**src/rtl/lfsr_rc_gen.sv**
```systemverilog
// lfsr_rc_gen: bidirectional round-constant generator for the Shadow permutation.
// Each accepted beat shows LANES consecutive LFSR constants, then moves the
// state LANES steps forward (dir=0) or backward (dir=1).
//
// Ports:
//   clk        rising-edge clock
//   syn_rst    synchronous active-high reset
//   load/seed  load seed into the state (IDLE only)
//   start/dir  begin a run of ROUNDS beats; dir latched at start
//   out_ready  consumer accepts the current beat
//   out_valid  beat available (FSM in RUN)
//   out_const  LANES constants, lane i on [i*WIDTH +: WIDTH]
//   round_idx  beat index 0..ROUNDS-1
//   last       out_valid on the final beat
//   busy       FSM in RUN
//   done       one-cycle pulse after the final handshake

// One forward step and one inverse step, used once per lane of the chains.
module lfsr_rc_step #(
  parameter int              WIDTH = 32,
  parameter logic [WIDTH-1:0] POLY = 32'hc5
) (
  input  logic [WIDTH-1:0] fwd_in,
  input  logic [WIDTH-1:0] bwd_in,
  output logic [WIDTH-1:0] fwd_out,
  output logic [WIDTH-1:0] bwd_out
);
  assign fwd_out = {fwd_in[WIDTH-2:0], 1'b0} ^ (fwd_in[WIDTH-1] ? POLY : '0);
  // POLY[0]=1 makes (s^POLY)[0]=0 when s[0]=1, so the shifted-out bit is
  // recovered as the new MSB; the low POLY bit never reaches the result.
  assign bwd_out = bwd_in[0]
                 ? ({1'b1, bwd_in[WIDTH-1:1]} ^ {1'b0, POLY[WIDTH-1:1]})
                 : {1'b0, bwd_in[WIDTH-1:1]};
endmodule

module lfsr_rc_gen #(
  parameter int               WIDTH      = 32,
  parameter logic [WIDTH-1:0] POLY       = 32'hc5,
  parameter logic [WIDTH-1:0] STATE_INIT = 32'hf8737400,
  parameter int               LANES      = 4,
  parameter int               ROUNDS     = 6,
  localparam int              CW         = (ROUNDS > 1) ? $clog2(ROUNDS) : 1
) (
  input  logic                   clk,
  input  logic                   syn_rst,
  input  logic                   load,
  input  logic [WIDTH-1:0]       seed,
  input  logic                   start,
  input  logic                   dir,
  input  logic                   out_ready,
  output logic                   out_valid,
  output logic [LANES*WIDTH-1:0] out_const,
  output logic [CW-1:0]          round_idx,
  output logic                   last,
  output logic                   busy,
  output logic                   done
);
  typedef enum logic {IDLE = 1'b0, RUN = 1'b1} fsm_t;

  fsm_t             fsm_q, fsm_d;
  logic [WIDTH-1:0] state_q;
  logic             dir_q;
  logic [CW-1:0]    round_q;
  logic             done_q;
  logic             hs, at_end;

  // fwd[i] = f^i(state), bwd[i] = g^i(state); index LANES is the next state.
  logic [LANES:0][WIDTH-1:0] fwd, bwd;

  assign fwd[0] = state_q;
  assign bwd[0] = state_q;

  for (genvar i = 0; i < LANES; i++) begin : g_lane
    lfsr_rc_step #(.WIDTH(WIDTH), .POLY(POLY)) u_step (
      .fwd_in (fwd[i]),
      .bwd_in (bwd[i]),
      .fwd_out(fwd[i+1]),
      .bwd_out(bwd[i+1])
    );
    // Backward lanes skip g^0 so a backward run mirrors a forward run exactly.
    assign out_const[i*WIDTH +: WIDTH] = dir_q ? bwd[i+1] : fwd[i];
  end

  assign at_end = (round_q == CW'(ROUNDS - 1));
  assign hs     = out_valid & out_ready;

  // FSM state register
  always_ff @(posedge clk) begin
    if (syn_rst) fsm_q <= IDLE;
    else         fsm_q <= fsm_d;
  end

  // FSM next state
  always_comb begin
    fsm_d = fsm_q;
    case (fsm_q)
      IDLE:    if (start)       fsm_d = RUN;
      RUN:     if (hs && at_end) fsm_d = IDLE;
      default: fsm_d = IDLE;
    endcase
  end

  // FSM outputs
  always_comb begin
    out_valid = (fsm_q == RUN);
    busy      = (fsm_q == RUN);
  end

  // Datapath: state, latched direction, round counter, done pulse
  always_ff @(posedge clk) begin
    if (syn_rst) begin
      state_q <= STATE_INIT;
      dir_q   <= 1'b0;
      round_q <= '0;
      done_q  <= 1'b0;
    end else begin
      done_q <= hs & at_end;
      if (fsm_q == IDLE) begin
        // Same-cycle load+start: the run's first beat uses the seed.
        if (load)  state_q <= seed;
        if (start) begin
          dir_q   <= dir;
          round_q <= '0;
        end
      end else if (hs) begin
        state_q <= dir_q ? bwd[LANES] : fwd[LANES];
        round_q <= at_end ? '0 : round_q + CW'(1);
      end
    end
  end

  assign round_idx = round_q;
  assign last      = out_valid & at_end;
  assign done      = done_q;
endmodule

```
**config.mk**
```make
export PLATFORM = sky130hd
export DESIGN_NAME = lfsr_rc_gen
export DESIGN_NICKNAME = d
export VERILOG_FILES = /design/src/rtl/lfsr_rc_gen.sv
export SDC_FILE = /design/constraint.sdc
export NUM_CORES = 1
export LEC_CHECK = 0
export CAP_MARGIN = 20
export CORE_ASPECT_RATIO = 0.8
export CORE_MARGIN = 1
export CORE_UTILIZATION = 35
export CTS_BUF_LIST = sky130_fd_sc_hd__clkbuf_2 sky130_fd_sc_hd__clkbuf_4 sky130_fd_sc_hd__clkbuf_8
export DETAILED_ROUTE_END_ITERATION = 6
export PLACE_DENSITY_LB_ADDON = 0.08
export SLEW_MARGIN = 20
export SYNTH_ARGS = -nofsm -noshare
export SYNTH_HDL_FRONTEND = slang
export SYNTH_SLANG_ARGS = --single-unit
```
**constraint.sdc**
```tcl
create_clock -name clk -period 3.3 [get_ports clk]
set_input_delay 0.825 -clock clk [delete_from_list [all_inputs] [get_ports clk]]
set_output_delay 0.825 -clock clk [all_outputs]
set_load 0.03 [all_outputs]
```
* After elaboration in Yosys (flattened, before gate mapping)
Index checks and enable logic that the tools add are counted.
Storage, ports and cells: bits in registers 38, output and inout bits 135, logic and storage cells 49
Operators by class: $add $sub $neg 1, eq/ne operators 2, muxes and demuxes 23, bitwise operators 12, reduce and logical (&&, ||, !) cells 6
Operators with widths (count):
- $mux 32 | 12
- $xor 32x32->32 | 4
- $mux 8 | 4
- $mux 3 | 4
- $not 3->3 | 4
- $reduce_and 2->1 | 3
- $reduce_bool 2->1 | 2
- $add 3x1->3 const B | 1
- $and 1x1->1 | 3
- $eq 3x3->1 const B | 1
- $mux 1 | 2
- $ne 2x1->1 const B | 1
- $pmux 1 s2 | 1
- $logic_and 1x1->1 | 1
- $not 1->1 | 1

* Depth between registers and ports, before layout
depth after elaboration 11, gate-level depth with buffers 6, depth with buffers taken out 4

* Cells and area by module
A second synthesis with hierarchy kept.
Second synthesis, totals: cell total of the unflattened synthesis 679, area total of the unflattened synthesis 5504.0 sq um
Modules (own cells, without submodules):
- lfsr_rc_gen | times used 1, cells an instance 423, area each 3552.2 sq um, seq. area each 760.7 sq um
- lfsr_rc_step | times used 4, cells an instance 64, area each 488.0 sq um, seq. area each 0.0 sq um

* Worst setup path after synthesis
OpenSTA, ideal clock, no wires.
path type reg-to-output, start point register dir_q, end point output out_const[0], data arrival time 1541 ps, required time 2475 ps, path slack 934 ps, cell stages (with the launch flop) 5, path buffers 3, cell sequence dfxtp_1 clkbuf_1 buf_4 buf_2 o21ai_0
On the way: word-level cells in the longest chain between the ends 1
RTL lines:
- from (decl) | line 62 | logic dir_q;
- from (signal assigned) | line 122 | dir_q <= dir;
- $mux 32 | line 81 | assign out_const[i*WIDTH +: WIDTH] = dir_q ? bwd[i+1] : fwd[i];
- to (decl) | line 52 | output logic [LANES*WIDTH-1:0] out_const,
No other way between the ends.

* Final worst setup path
start point register dir_q, end point output out_const[13]
The elaborated chain is that of the path after synthesis.

==> results.md <==
* Crit path launch type: flip-flop
* Synth Area in Compound Gates at 25.9%
* Die height at 83.0 microns
* Inst Count DP at 704
* Area contributors post-synth: dfxtp_1 (27%), nand2_1 (24%), a21oi_1 (8.7%)
* # clock sinks at 38
* Total die area at between 8000 and 9000 sq um
* HP Class: reg -> reg
* Critical Path RT at approximately 2.5 ns
* Post-synthesis simple-gate area fraction at between 30 and 40%
* Post-Synth XOR/XNOR Area at under 10%
* Crit path DAT at ~2.3 ns
* Critical Path, Cell by Cell: inv_1, buf_4, nand2_1, nand2_1, clkdlybuf4s50_1
* Adder-Cell Fraction of Synth Area at 0%
* FFs w/ async S/R, synth at 0%
* WHS Path Cells at 2
* Dominant cell type by area after synthesis: dfxtp_1
* Setup CP Type: reg -> out
* Layout Skew at 0.00685 ns
* Drt pass-1 iters at 4
* Final setup TNS at 0 ns
* Final Instance Count excl. Fillers at 712
* H-tree lvl count at 2
* Total global routing track utilization at 27.8%
* Share of cells above drive strength 1 at approximately 6.6%
* Final Cycle Share at 93.6%
* Final core utilization at 59.8%
* Clk Latency, worst-skew pair at approximately 0.29 ns
* Reg2reg end: state_q[2]
* Worst Min Path Start: state_q[25]
* Netlist Area Pre-Place at 2870 sq um
* CTS Buffer Depth at 2
* Leakage at 2.10 nW
* TritonCTS clock tree: built
* Total number of vias at 3786
* Most frequent cell after synthesis: nand2_1
* Top cell type's share of synthesized area at 26.5%
* Clk slew on worst S/H paths at 0.08 ns
* Worst-margin pin slew at between 1 and 1.5 ns
* Largest family of logic cells by synthesized area: simple AND/OR/NAND/NOR gates
* Initial Util at 36.1%
* Root Buffer: clkbuf_8
* Rows at 29
* Final Hold Fails at 0
* Hold Buf Count CTS at 0
* Port bufs at 172
* Final WL at 11900 microns
* Layout Nets at about 640
* Layout area overhead at 65.6%
* Grt total ovfl at 0
* CTS Buf Count at 5
* Max stage delay cell, worst path: dfxtp_2
* RSZ-0062 raised after global routing: false
* Status: finished clean
* Mean post-synth cell area at 6.42 sq um
* Max stage delay on crit path at around 0.67 ns
* Syn nets at 485
* Die X at 103 microns
* Most used cell, CP: nand2_1
* Initial antenna violation count at 0
* Post-synthesis mux area share at 1.48%
* Seq/Total Area, Yosys at 26.5%
* Max Slew Vio Count at 0
* Post-CTS sizing at 0
* CP endpoint kind: primary output
* WHS Endpoint: state_q[25]
* Critical path fanouts, max at 28
* FF-to-FF path depth at 4
* Worst relative slew slack at 28.2%
* Commonest cells post-synth: nand2_1 (180), a21oi_1 (50), dfxtp_1 (38)
* I/O pins at between 150 and 200
* First-pass GRT wire length at 18600 microns
* Crit. Startpoint: dir_q
* Pin count of the biggest net entering global routing at 34
* Drt first-iter violations at 159
* Post-synth EDFFs at 0
* Max frequency at 324 MHz
* Ys flop type: dfxtp_1
* Yosys warnings at 0
* N_diodes at 0
* Vias in the first global route at between 3000 and 4000
* # DRC at 0
* Routed Antenna Nets at 0
* # Max-Cap Violations at 0
* Routability cong. at about 0.87
* Post-synthesis register bit count at 38
* Pwr dens at 486 nW/um^2
* Reg2Reg Setup Slack at approximately 1.4 ns
* Worst R2R Start: busy
* Core area at 7950 sq um
* # Post-CTS Setup Buffers at 0
* Min cycle time layout at ~3 ns
* Maximum VDD drop at 0.000211 V
* Distinct cell type count after synthesis at 40
* WL/cell at between 15 and 20 microns
* DP HPWL at between 8000 and 9000 microns
* Detail-routed via count per cell at between 5 and 6
* Syn Inst Count at 447
* Final setup vio count at 0
## logic make-up (layout without fill, tap and decap cells)
kind of cell / Yosys count / in the layout
AO/OA/AOI/OAI: 116 / 116
multiplexers: 4 / 4
buffers and inverters: 43 / 200
flip-flops: 38 / 38
XOR/XNOR: 28 / 28
AND/OR/NAND/NOR: 218 / 218
## cells in the final DEF (no fill, tap or decap), types with 2 or more instances in the layout
master	count
a211o_1	10
a21oi_1	50
a311oi_1	2
a31o_2	6
a31oi_1	14
and2_1	2
buf_4	15
clkbuf_8	6
clkdlybuf4s50_1	168
dfxtp_1	37
inv_1	7
mux2_2	2
mux2i_1	2
nand2_1	180
nand2b_1	4
nand3_1	3
nor2_1	18
o211ai_1	3
o21a_1	10
o21ai_0	9
o221ai_1	7
or2_2	3
xnor2_1	15
xor2_1	12
## power by group
| group | switching, mW | total (mW) | internal [mW] |
|---|---|---|---|
| combinational | 0.835 | 1.41 | 0.573 |
| sequential | 0.0616 | 0.560 | 0.499 |
| clock | 0.175 | 0.343 | 0.168 |
| total | 1.07 | 2.31 | 1.24 |
## metrics by stage
| stage | cell area, sq um | setup slack (ns) | power, mW | hold WS, ns |
|---|---|---|---|---|
| after floorplan | 2870 | 0.934 | 1.40 | 0.445 |
| after global placement | 4660 | 0.523 | 1.97 | 0.455 |
| after detailed placement | 4660 | 0.533 | 1.98 | 0.461 |
| after CTS | 4750 | 0.202 | 2.32 | 0.472 |
| after global routing | 4750 | 0.0665 | 2.43 | 0.500 |
| final | 4750 | 0.211 | 2.31 | 0.472 |
## metal layers
layer	track usage, %	routed length (microns)
met1	41.6	5550
met2	41.9	5260
met3	4.46	940
met4	5.38	108
met5	0	0
## state kept, by name (all words and copies together) (netlist names)
| name | count |
|---|---|
| round_idx | 3 |
| state_q | 32 |
| busy | 1 |
| dir_q | 1 |
| done | 1 |
## final cells by class
| cell class | instances | area, sq um |
|---|---|---|
| multi-input combinational | 366 | 1920 |
| timing repair buffer | 184 | 1810 |
| tap | 108 | 135 |
| clock inverter | 2 | 12.5 |
| sequential | 38 | 762 |
| clock buffer | 6 | 82.6 |
| fill | 751 | 3190 |
| inverter | 8 | 30.0 |
## worst max-delay path: cells and delay by family (launching register included)
kind                   cells  cell delay [ns]
buffers and inverters      3             0.96
DFF                        1             0.67
and+or+nand+nor            2             0.33
## how the worst max path moves through the flow
stage	to	slack, ns	cells past startpoint
final	out_const[13]	0.21	5
after global routing	out_const[13]	0.07	5
after CTS	out_const[13]	0.20	5
after detailed placement	out_const[13]	0.53	5
after global placement	out_const[102]	0.52	5
after floorplan	out_const[0]	0.93	4
(Power assumes the default switching activity.)
